==> config.mk <==
export PLATFORM = sky130hd
export DESIGN_NAME = led_pattern_driver_flat
export DESIGN_NICKNAME = d
export VERILOG_FILES = /design/src/rtl/led_pattern_driver_pkg.sv /design/src/rtl/led_pattern_driver_if.sv /design/src/rtl/led_tick_prescaler.sv /design/src/rtl/led_pattern_driver.sv /design/src/flat_wrapper.sv
export SDC_FILE = /design/constraint.sdc
export NUM_CORES = 1
export LEC_CHECK = 0
export ABC_AREA = 1
export CAP_MARGIN = 20
export CORE_MARGIN = 3
export CORE_UTILIZATION = 40
export CTS_BUF_LIST = sky130_fd_sc_hd__clkbuf_4 sky130_fd_sc_hd__clkbuf_8
export DETAILED_ROUTE_END_ITERATION = 10
export PLACE_DENSITY = 0.65
export SLEW_MARGIN = 10
export SYNTH_ARGS = -nofsm -noshare
export SYNTH_HDL_FRONTEND = slang
export SYNTH_SLANG_ARGS = --single-unit
==> constraint.sdc <==
create_clock -name clk -period 1.7 [get_ports clk]
set_input_delay 0.51 -clock clk [delete_from_list [all_inputs] [get_ports clk]]
set_output_delay 0.51 -clock clk [all_outputs]
set_load 0.05 [all_outputs]
==> src/rtl/led_pattern_driver_pkg.sv <==
// Shared definitions for the front-panel LED pattern driver: mode encodings,
// pattern FSM states, default timing constants and small helpers.
package led_pattern_driver_pkg;

  typedef enum logic [2:0] {
    MODE_OFF  = 3'd0,
    MODE_ON   = 3'd1,
    MODE_SLOW = 3'd2,
    MODE_FAST = 3'd3,
    MODE_CODE = 3'd4
  } led_mode_e;

  typedef enum logic [2:0] {
    S_STATIC,
    S_BLINK,
    S_CODE_ON,
    S_CODE_OFF,
    S_CODE_GAP
  } led_state_e;

  typedef struct packed {
    logic [2:0] mode;
    logic [3:0] code_len;
    logic [3:0] brightness;
  } led_cfg_t;

  localparam int DEF_TICK_DIV    = 50000;
  localparam int DEF_SLOW_HALF   = 500;
  localparam int DEF_FAST_HALF   = 125;
  localparam int DEF_PULSE_TICKS = 200;
  localparam int DEF_GAP_TICKS   = 1000;

  function automatic int max_of4(input int a, input int b, input int c, input int d);
    int m;
    m = a;
    if (b > m) m = b;
    if (c > m) m = c;
    if (d > m) m = d;
    return m;
  endfunction

  // Unknown modes and an empty code both fall back to the dark static state.
  function automatic led_state_e start_state(input logic [2:0] mode, input logic [3:0] code_len);
    case (mode)
      MODE_SLOW, MODE_FAST: return S_BLINK;
      MODE_CODE:            return (code_len != 4'd0) ? S_CODE_ON : S_STATIC;
      default:              return S_STATIC;
    endcase
  endfunction

endpackage

==> src/rtl/led_pattern_driver_if.sv <==
// Configuration/status bundle between system-control logic (master) and the
// LED pattern driver (slave).
interface led_pattern_driver_if ();
  logic       load;
  logic [2:0] mode;
  logic [3:0] code_len;
  logic [3:0] brightness;
  logic       led;
  logic       period_done;
  logic [2:0] cur_mode;

  modport master (
    output load, mode, code_len, brightness,
    input  led, period_done, cur_mode
  );

  modport slave (
    input  load, mode, code_len, brightness,
    output led, period_done, cur_mode
  );
endinterface

==> src/rtl/led_tick_prescaler.sv <==
// Free-running clk divider producing a one-cycle tick every TICK_DIV cycles;
// clear restarts the count from zero. Shared by the front-panel blocks.
module led_tick_prescaler
  import led_pattern_driver_pkg::*;
#(
  parameter int TICK_DIV = DEF_TICK_DIV
) (
  input  logic clk,
  input  logic reset,
  input  logic clear,
  output logic tick
);

  localparam int            CW   = (TICK_DIV > 1) ? $clog2(TICK_DIV) : 1;
  localparam logic [CW-1:0] LAST = CW'(TICK_DIV - 1);

  logic [CW-1:0] cnt;

  // NOTE: sequential state uses non-blocking assignments so every flop samples
  // the pre-edge value of its neighbours regardless of process ordering.
  always_ff @(posedge clk or negedge reset) begin
    if (!reset) begin
      cnt <= '0;
    end else if (clear || cnt == LAST) begin
      cnt <= '0;
    end else begin
      cnt <= cnt + CW'(1);
    end
  end

  assign tick = (cnt == LAST);

endmodule

==> src/rtl/led_pattern_driver.sv <==
// Drives one user LED with a selectable off/on/blink/blink-code pattern,
// gated by a 4-bit PWM brightness, with a period-done pulse for sync.
module led_pattern_driver
  import led_pattern_driver_pkg::*;
#(
  parameter int TICK_DIV    = DEF_TICK_DIV,
  parameter int SLOW_HALF   = DEF_SLOW_HALF,
  parameter int FAST_HALF   = DEF_FAST_HALF,
  parameter int PULSE_TICKS = DEF_PULSE_TICKS,
  parameter int GAP_TICKS   = DEF_GAP_TICKS
) (
  input logic                 clk,
  input logic                 reset,
  led_pattern_driver_if.slave bus
);

  localparam int PHASE_W = $clog2(max_of4(SLOW_HALF, FAST_HALF, PULSE_TICKS, GAP_TICKS)) + 1;

  localparam logic [PHASE_W-1:0] SLOW_LAST  = PHASE_W'(SLOW_HALF - 1);
  localparam logic [PHASE_W-1:0] FAST_LAST  = PHASE_W'(FAST_HALF - 1);
  localparam logic [PHASE_W-1:0] PULSE_LAST = PHASE_W'(PULSE_TICKS - 1);
  localparam logic [PHASE_W-1:0] GAP_LAST   = PHASE_W'(GAP_TICKS - 1);

  led_cfg_t           cfg;
  logic               tick;
  logic [3:0]         pwm_cnt;
  logic               pwm_on;

  led_state_e         state,     state_nxt;
  logic [PHASE_W-1:0] phase,     phase_nxt;
  logic [3:0]         pulses,    pulses_nxt;
  logic               blink_lvl, blink_lvl_nxt;
  logic               wrap,      wrap_nxt;
  logic               pattern_on;
  logic [PHASE_W-1:0] half_last;

  led_tick_prescaler #(
    .TICK_DIV (TICK_DIV)
  ) u_prescaler (
    .clk   (clk),
    .reset (reset),
    .clear (bus.load),
    .tick  (tick)
  );

  always_ff @(posedge clk or negedge reset) begin
    if (!reset) begin
      cfg <= '{mode: MODE_OFF, code_len: 4'd0, brightness: 4'd15};
    end else if (bus.load) begin
      cfg <= '{mode: bus.mode, code_len: bus.code_len, brightness: bus.brightness};
    end
  end

  assign bus.cur_mode = cfg.mode;

  // The PWM counter is never cleared by load so brightness changes are glitch-free.
  always_ff @(posedge clk or negedge reset) begin
    if (!reset) begin
      pwm_cnt <= 4'd0;
    end else begin
      pwm_cnt <= pwm_cnt + 4'd1;
    end
  end

  assign pwm_on    = (pwm_cnt < cfg.brightness) || (cfg.brightness == 4'hF);
  assign half_last = (cfg.mode == MODE_FAST) ? FAST_LAST : SLOW_LAST;

  always_ff @(posedge clk or negedge reset) begin
    if (!reset) begin
      state     <= S_STATIC;
      phase     <= '0;
      pulses    <= 4'd0;
      blink_lvl <= 1'b0;
      wrap      <= 1'b0;
    end else begin
      state     <= state_nxt;
      phase     <= phase_nxt;
      pulses    <= pulses_nxt;
      blink_lvl <= blink_lvl_nxt;
      wrap      <= wrap_nxt;
    end
  end

  // NOTE: every output of this block gets a default first so no path leaves a
  // value unassigned, which would otherwise infer a latch.
  always_comb begin
    state_nxt     = state;
    phase_nxt     = phase;
    pulses_nxt    = pulses;
    blink_lvl_nxt = blink_lvl;
    wrap_nxt      = 1'b0;

    if (bus.load) begin
      state_nxt     = start_state(bus.mode, bus.code_len);
      phase_nxt     = '0;
      pulses_nxt    = 4'd0;
      blink_lvl_nxt = 1'b1;
    end else if (tick) begin
      case (state)
        S_BLINK: begin
          if (phase == half_last) begin
            phase_nxt     = '0;
            blink_lvl_nxt = ~blink_lvl;
            wrap_nxt      = ~blink_lvl;
          end else begin
            phase_nxt = phase + PHASE_W'(1);
          end
        end
        S_CODE_ON: begin
          if (phase == PULSE_LAST) begin
            phase_nxt  = '0;
            pulses_nxt = pulses + 4'd1;
            state_nxt  = S_CODE_OFF;
          end else begin
            phase_nxt = phase + PHASE_W'(1);
          end
        end
        S_CODE_OFF: begin
          if (phase == PULSE_LAST) begin
            phase_nxt = '0;
            state_nxt = (pulses == cfg.code_len) ? S_CODE_GAP : S_CODE_ON;
          end else begin
            phase_nxt = phase + PHASE_W'(1);
          end
        end
        S_CODE_GAP: begin
          if (phase == GAP_LAST) begin
            phase_nxt  = '0;
            pulses_nxt = 4'd0;
            wrap_nxt   = 1'b1;
            state_nxt  = S_CODE_ON;
          end else begin
            phase_nxt = phase + PHASE_W'(1);
          end
        end
        default: ;
      endcase
    end
  end

  always_comb begin
    pattern_on = 1'b0;
    case (state)
      S_STATIC:  pattern_on = (cfg.mode == MODE_ON);
      S_BLINK:   pattern_on = blink_lvl;
      S_CODE_ON: pattern_on = 1'b1;
      default:   pattern_on = 1'b0;
    endcase
  end

  // period_done trails the wrap by one cycle so it lines up with the LED's rising edge.
  always_ff @(posedge clk or negedge reset) begin
    if (!reset) begin
      bus.led         <= 1'b0;
      bus.period_done <= 1'b0;
    end else begin
      bus.led         <= pattern_on && pwm_on;
      bus.period_done <= wrap;
    end
  end

endmodule
==> src/flat_wrapper.sv <==
// flat-port wrapper written by rule: the top's interface ports become plain ports
module led_pattern_driver_flat import led_pattern_driver_pkg::*;
#(
  parameter int TICK_DIV    = DEF_TICK_DIV,
  parameter int SLOW_HALF   = DEF_SLOW_HALF,
  parameter int FAST_HALF   = DEF_FAST_HALF,
  parameter int PULSE_TICKS = DEF_PULSE_TICKS,
  parameter int GAP_TICKS   = DEF_GAP_TICKS
)
  (clk, reset, bus_load, bus_mode, bus_code_len, bus_brightness, bus_led, bus_period_done, bus_cur_mode);
  led_pattern_driver_if bus_i ();
  input logic clk;
  input logic reset;
  input wire logic [$bits(bus_i.load)-1:0] bus_load;
  input wire logic [$bits(bus_i.mode)-1:0] bus_mode;
  input wire logic [$bits(bus_i.code_len)-1:0] bus_code_len;
  input wire logic [$bits(bus_i.brightness)-1:0] bus_brightness;
  output wire logic [$bits(bus_i.led)-1:0] bus_led;
  output wire logic [$bits(bus_i.period_done)-1:0] bus_period_done;
  output wire logic [$bits(bus_i.cur_mode)-1:0] bus_cur_mode;
  assign bus_i.load = bus_load;
  assign bus_i.mode = bus_mode;
  assign bus_i.code_len = bus_code_len;
  assign bus_i.brightness = bus_brightness;
  assign bus_led = bus_i.led;
  assign bus_period_done = bus_i.period_done;
  assign bus_cur_mode = bus_i.cur_mode;
  led_pattern_driver #(.TICK_DIV(TICK_DIV), .SLOW_HALF(SLOW_HALF), .FAST_HALF(FAST_HALF), .PULSE_TICKS(PULSE_TICKS), .GAP_TICKS(GAP_TICKS)) u_core (.clk(clk), .reset(reset), .bus(bus_i));
endmodule
==> results of run 1 <==
==> logic make-up (layout without fill, tap and decap cells) <==
| family | Yosys count | after routing | synth area share, % |
|---|---|---|---|
| adders and majority gates | 7 | 7 | 2.76 |
| xor gates and xnor gates | 15 | 15 | 4.14 |
| AOI/OAI and AO/OA | 37 | 37 | 7.01 |
| buffers and inverters | 58 | 106 | 7.84 |
| and+or+nand+nor | 241 | 241 | 36.3 |
| DFF | 53 | 53 | 41.9 |
==> layout by cell type (no fill, tap or decap), types with 2 or more instances in the layout <==
cell / n
nand2_1: 108
nor2_1: 48
dfrtp_1: 48
inv_1: 42
nand3_1: 30
buf_4: 28
nor3_1: 16
xor2_1: 12
o21ai_0: 12
clkdlybuf4s50_1: 12
a21oi_1: 10
nand4_1: 10
nand2_2: 7
inv_2: 7
buf_12: 7
o21ai_2: 6
ha_1: 5
clkbuf_8: 5
nor2_4: 4
nand2_4: 4
dfstp_2: 4
xnor2_1: 3
nor2_2: 3
o21ai_1: 3
nand3_2: 2
nand2_8: 2
ha_2: 2
==> worst reg2reg max path, cell delays in order, from the launching register on <==
cell and delay, ns:
dfrtp_1 0.38, ha_2 0.21, nand2_2 0.08, nor2_4 0.17, buf_4 0.14, nand3_1 0.06, nand2_1 0.06, nand2_1 0.05
inv_1 0.09, nand2_4 0.09, nand2_4 0.13, o21ai_2 0.06
==> synth_stat cells <==
library cell	instances
nand2_1	110
dfrtp_1	49
nor2_1	49
inv_1	42
nand3_1	31
nor3_1	16
o21ai_0	12
xor2_1	12
a21oi_1	10
nand4_1	10
ha_1	7
inv_2	7
o21ai_2	6
nand2_2	5
dfstp_2	4
nand2_4	4
nor2_2	4
buf_2	3
buf_4	3
o21ai_1	3
xnor2_1	3
nand2_8	2
nor2_4	2
a211oi_1	1
a21boi_0	1
a21oi_2	1
a31oi_1	1
buf_12	1
clkbuf_1	1
clkinv_1	1
nand3_2	1
nand4_2	1
nand4_4	1
nor2_8	1
nor2b_2	1
nor3_2	1
nor4_1	1
o211ai_1	1
o31ai_1	1
or2_2	1
==> worst max path at each step <==
stage,start,depth (start not counted),slack [ns],end
floorplan,u_core.u_prescaler.cnt[0],10,0.21,u_core.pulses[2]
global placement,bus_load,9,-0.20,u_core.pulses[1]
detailed placement,bus_load,10,-0.21,u_core.pulses[2]
CTS,u_core.u_prescaler.cnt[0],10,0.03,u_core.pulses[2]
global route,u_core.phase[1],10,-0.03,u_core.pulses[0]
finish,u_core.phase[1],11,0.08,u_core.phase[9]
==> per-layer routing <==
layer  GRT usage, %  share of wire [%]
met1           20.6                 46
met4           4.33                1.2
met3           2.53                3.7
met2           27.6                 49
met5              0                  0
==> layout make-up <==
cell class / instances / area, um2
tap: 99 / 124
clock inverter: 3 / 21.3
inverter: 50 / 188
timing repair buffer: 48 / 475
sequential: 53 / 1330
fill: 708 / 3650
multi-input combinational: 300 / 1630
clock buffer: 5 / 68.8
==> through the flow <==
| step | worst slack, ns | TNS [ns] | std cells | utilization [%] | power (mW) |
|---|---|---|---|---|---|
| detailed placement | -0.209 | -4.70 | 547 | 49.3 | 2.54 |
| global placement | -0.195 | -4.31 | 547 | 49.3 | 2.53 |
| CTS | 0.0252 | 0 | 555 | 50.6 | 3.29 |
| finish | 0.0760 | 0 | 558 | 51.3 | 3.30 |
| floorplan | 0.215 | 0 | 411 | - | 2.18 |
| global route | -0.0336 | -0.131 | 558 | 51.3 | 3.53 |
==> power groups by stage <==
stage / Clock, mW / Sequential (mW) / Combinational, mW
3_5_place_dp: 0 / 1.52 / 1.02
2_1_floorplan: 0 / 1.53 / 0.645
4_1_cts: 0.773 / 1.50 / 1.02
5_1_grt: 0.822 / 1.52 / 1.18
6_report: 0.746 / 1.50 / 1.06
3_3_place_gp: 0 / 1.52 / 1.01
==> repair_timing <==
item / 4_1_cts / 5_1_grt
gates cloned: 0 / 0
pin swaps: 0 / 6
setup endpoints to repair: 2 / 29
setup buffers: 0 / 3
resized for setup: 1 / 9
==> flip-flops by register name, indices dropped and copies added, names as in the netlist <==
name                    count
u_core.u_prescaler.cnt     16
u_core.state                3
u_core.phase               11
u_core.blink_lvl            1
u_core.bus.period_done      1
u_core.pulses               4
u_core.bus.led              1
u_core.bus.cur_mode         3
u_core.wrap                 1
u_core.pwm_cnt              4
u_core.cfg                  8
==> flow_metrics.tcl, run 1 <==
set metrics [dict create \
    cts_root_buf "clkbuf_8" \
    fin_nets 479 \
    start_kind "flip-flop" \
    die_width_um 95.1 \
    yosysSeqAreaShare_pct 41.9 \
    slowest_delay_ns 0.38 \
    r2r_start "u_core.phase[1]" \
    power.leakage_nw 1.82 \
    firstDrtPassIters 4 \
    p_sw_mw 1.19 \
    cts_tree "yes" \
    grt_usage_pct 16.0 \
    critPathSlowestCell "dfrtp_1" \
    cts_buffers 5 \
    status "finished clean" \
    holdWs_ns 0.174 \
    r2r-end "u_core.phase[9]" \
    drv_cap 0 \
    final.period_utilization_pct 95.5 \
    antenna_found_initial 0 \
    num_rows 31 \
    ir_worst_vdd_v 0.000421 \
    finalHoldViolCount 0 \
    path_clk_slew_ns 0.11 \
    grt_overflow 0 \
    start_util_pct 42.4 \
    setup_viol 0 \
    r2r_slack_ns 0.08 \
    yosys_warnings 0 \
    combPwrFrac_pct 32.1 \
    die_y_um 95.1 \
    critical_path.cell_chain "ha_2, nand2_2, nor2_4, buf_4, nand3_1, nand2_1, nand2_1, inv_1, nand2_4, nand2_4, o21ai_2" \
    gp_congestion 0.896 \
    netlist-cell-type-count 40 \
    crit_type "reg -> reg" \
    cp-end-kind "flip-flop" \
    max_freq_ghz 0.616 \
    cp_max_fo 6 \
    wl_per_cell_um 11.8 \
    power.internal_mw 2.12 \
    period_minus_slack_ns 1.62 \
    hpwl_mm 5.04 \
    grt_pass1_vias 2615 \
    yosysTopAreaCellShare_pct 38.6 \
    synth_area_leaders "dfrtp_1 (39%), nand2_1 (13%), nor2_1 (5.8%)" \
    ios 19 \
    grt_start_max_net_pins 54 \
    initialDrtViolationCount 152 \
    finalWirelength_mm 6.57 \
    drc 0 \
    synthCells 411 \
    power_frac_seq_pct 45.4 \
    timing.critical_path.max_delay_family "simple AND/OR/NAND/NOR gates" \
    fin_skew_ns 0.0127 \
    portBuffers 18 \
    crit_buf_inv 2 \
    syn-num-nets 432 \
    dr_total_vias 2724 \
    ys_seq_elements 53 \
    reg2reg_depth 11 \
    worstPathArrival_ns 1.84 \
    grt_pass1_wl_mm 11.6 \
    worst_pin_slew_ns 0.364 \
    design_area_mm2 0.00384 \
    clockBufferDepth 2 \
    p_per_area_mw_per_mm2 861 \
    clk_latency_ns 0.32 \
    required_ns 1.91 \
    power.switching_fraction_pct 35.9 \
    postCtsHoldBufs 0 \
    drv_slew 0 \
    relSlewSlack_pct 75.5 \
    antenna_left 0 \
    n_antenna_cell 0 \
    grt_setup_unrepaired "true" \
    hp-class "in -> async" \
    drive_gt1_share_pct 20.3 \
    clock_sinks 53 \
    core-area_mm2 0.00749 \
    viasPerCell 4.88 \
    dieArea_mm2 0.00904 \
    clkPwrFrac_pct 22.6 \
    place_area_mm2 0.00369 \
    avgSynthCellArea_um2 7.73 \
    area_growth_pct 20.8 \
    synthesis.area_mm2 0.00318 \
    yosysTopAreaCell "dfrtp_1" \
    htree_levels 2 \
]
No activity file was read; power rests on OpenSTA's default activity.
==> run 2: changes to the inputs <==
Settings changed: CELL_PAD_IN_SITES_DETAIL_PLACEMENT set to 1, CELL_PAD_IN_SITES_GLOBAL_PLACEMENT set to 1, PLACE_DENSITY 0.65 to 0.81.
==> run 2 against run 1 <==
  * Routed wire length up 18%
  * Sequential cell count unchanged
  * Sequential share of layout area down 0.18 points
  * First-iteration DRC count down 66%
  * Clock power up 7.4%
  * Global-route usage up 2.8 points
  * Via count up 3.8%
  * Cell count down 0.18%
  * Combinational power about the same
  * Critical path depth down 3
  * Non-clock buffer count down 1
  * Clock skew about the same
  * Critical endpoint is now u_core.phase[7]
  * Largest cell class unchanged
==> flow_metrics.tcl, run 2 (synthesized netlist as in run 1, its figures left out) <==
set metrics [dict create \
    reg2reg_depth 10 \
    period_minus_slack_ns 1.61 \
    clockBufferDepth 2 \
    postCtsHoldBufs 0 \
    initialDrtViolationCount 51 \
    firstDrtPassIters 4 \
    dieArea_mm2 0.00904 \
    antenna_left 0 \
    hpwl_mm 6.10 \
    drv_cap 0 \
    crit_type "in -> reg" \
    hp-class "in -> async" \
    slowest_delay_ns 0.52 \
    tns_ns 0 \
    largest_reg_flops 16 \
    total_power_mw 3.36 \
    crit_start "bus_load" \
    die_width_um 95.1 \
    worst_pin_slew_ns 0.389 \
    critPathSlowestCell "clkdlybuf4s50_1" \
    fin_nets 478 \
    finalHoldViolCount 0 \
    grt_pass1_vias 2965 \
    grt_start_max_net_pins 54 \
    cp_common_cell "nand2_8" \
    core-area_mm2 0.00749 \
    place_area_mm2 0.00369 \
    cts_root_buf "clkbuf_8" \
    portBuffers 18 \
    dr_total_vias 2827 \
    critical_path.cell_chain "clkdlybuf4s50_1, inv_2, buf_4, nand2_8, nand2_8, nor2_8, nand2_4, o21ai_2" \
    timing.critical_path.max_delay_family "buffers and inverters" \
    r2r_slack_ns 0.11 \
    num_rows 31 \
    r2r-end "u_core.phase[7]" \
    max_freq_ghz 0.622 \
    dp_cells 547 \
    required_ns 1.93 \
    drv_slew 0 \
    start_util_pct 42.4 \
    status "finished clean" \
    fin_skew_ns 0.0122 \
    largest_register "u_core.u_prescaler.cnt" \
    grt_pass1_wl_mm 13.5 \
    cts_tree "yes" \
    drive_gt1_share_pct 21.8 \
    gp_congestion 0.863 \
    worstPathArrival_ns 1.83 \
    antenna_found_initial 0 \
    path_clk_slew_ns 0.10 \
    viasPerCell 5.08 \
    htree_levels 2 \
    die_y_um 95.1 \
    area_growth_pct 21.7 \
    final_common_cell "nand2_1" \
    n_antenna_cell 0 \
    power.leakage_nw 1.82 \
    drc 0 \
    ir_worst_vdd_v 0.000391 \
    holdWs_ns 0.190 \
    ios 19 \
    relSlewSlack_pct 73.8 \
    layout_common_cells "nand2_1 (106), nor2_1 (47), dfrtp_1 (46), inv_1 (42), nand3_1 (28)" \
    final.period_utilization_pct 94.5 \
    wl_per_cell_um 14.0 \
    final_cells 557 \
    p_per_area_mw_per_mm2 869 \
    crit_buf_inv 3 \
    clk_latency_ns 0.31 \
    grt_usage_pct 18.8 \
    start_kind "input port" \
    grt_overflow 0 \
    cp_max_fo 9 \
    cts_buffers 5 \
    r2r_start "u_core.phase[4]" \
    finalWirelength_mm 7.78 \
    clock_sinks 53 \
    largestRegisters "u_core.u_prescaler.cnt x16, u_core.phase x11, u_core.cfg x8" \
    design_area_mm2 0.00386 \
    setup_viol 0 \
    cp-end-kind "flip-flop" \
]
==> run 2: how the worst max path moves through the flow <==
stage / endpoint / slack, ns / depth (start not counted)
after floorplan: u_core.pulses[2] / 0.21 / 10
final: u_core.phase[7] / 0.09 / 8
after global placement: u_core.pulses[1] / -0.22 / 9
after detailed placement: u_core.pulses[2] / -0.24 / 9
after global routing: u_core.phase[7] / -0.007 / 9
after CTS: u_core.phase[7] / 0.02 / 9
==> run 2: layout make-up <==
cell class,count,area [um2]
Clock buffer,7,96.3
Tap cell,99,124
Clock inverter,1,8.76
Inverter,50,188
Sequential cell,53,1340
Fill cell,934,3620
Timing Repair Buffer,47,468
Multi-Input combinational cell,300,1650
==> run 2: routing by layer <==
layer / track usage (%) / vias to the layer above / share of wire, %
met5: 0 / - / 0
met4: 5.17 / 0 / 1.3
met3: 2.84 / 12 / 2.6
met2: 32.9 / 33 / 51
met1: 24.0 / 1377 / 46
li1: - / 1405 / -
==> run 2: power by group <==
group	total [mW]	switching (mW)	leakage (nW)	internal, mW
clock network	0.801	0.424	0.0549	0.377
logic	1.06	0.627	1.07	0.431
registers	1.50	0.117	0.689	1.38
==> run 2: per-stage QoR <==
step | util [%] | setup slack, ns
after floorplan | - | 0.215
after CTS | 50.8 | 0.0179
after global routing | 51.6 | -0.00740
final | 51.6 | 0.0929
after detailed placement | 49.3 | -0.240
after global placement | 49.3 | -0.215
==> run 2: what timing repair did <==
item                                    4_1_cts  5_1_grt
buffers inserted                              0        2
pin swaps                                     0        5
gates resized for setup                       2       15
endpoints found under the hold margin         0        0
endpoints found under the setup margin        1       21
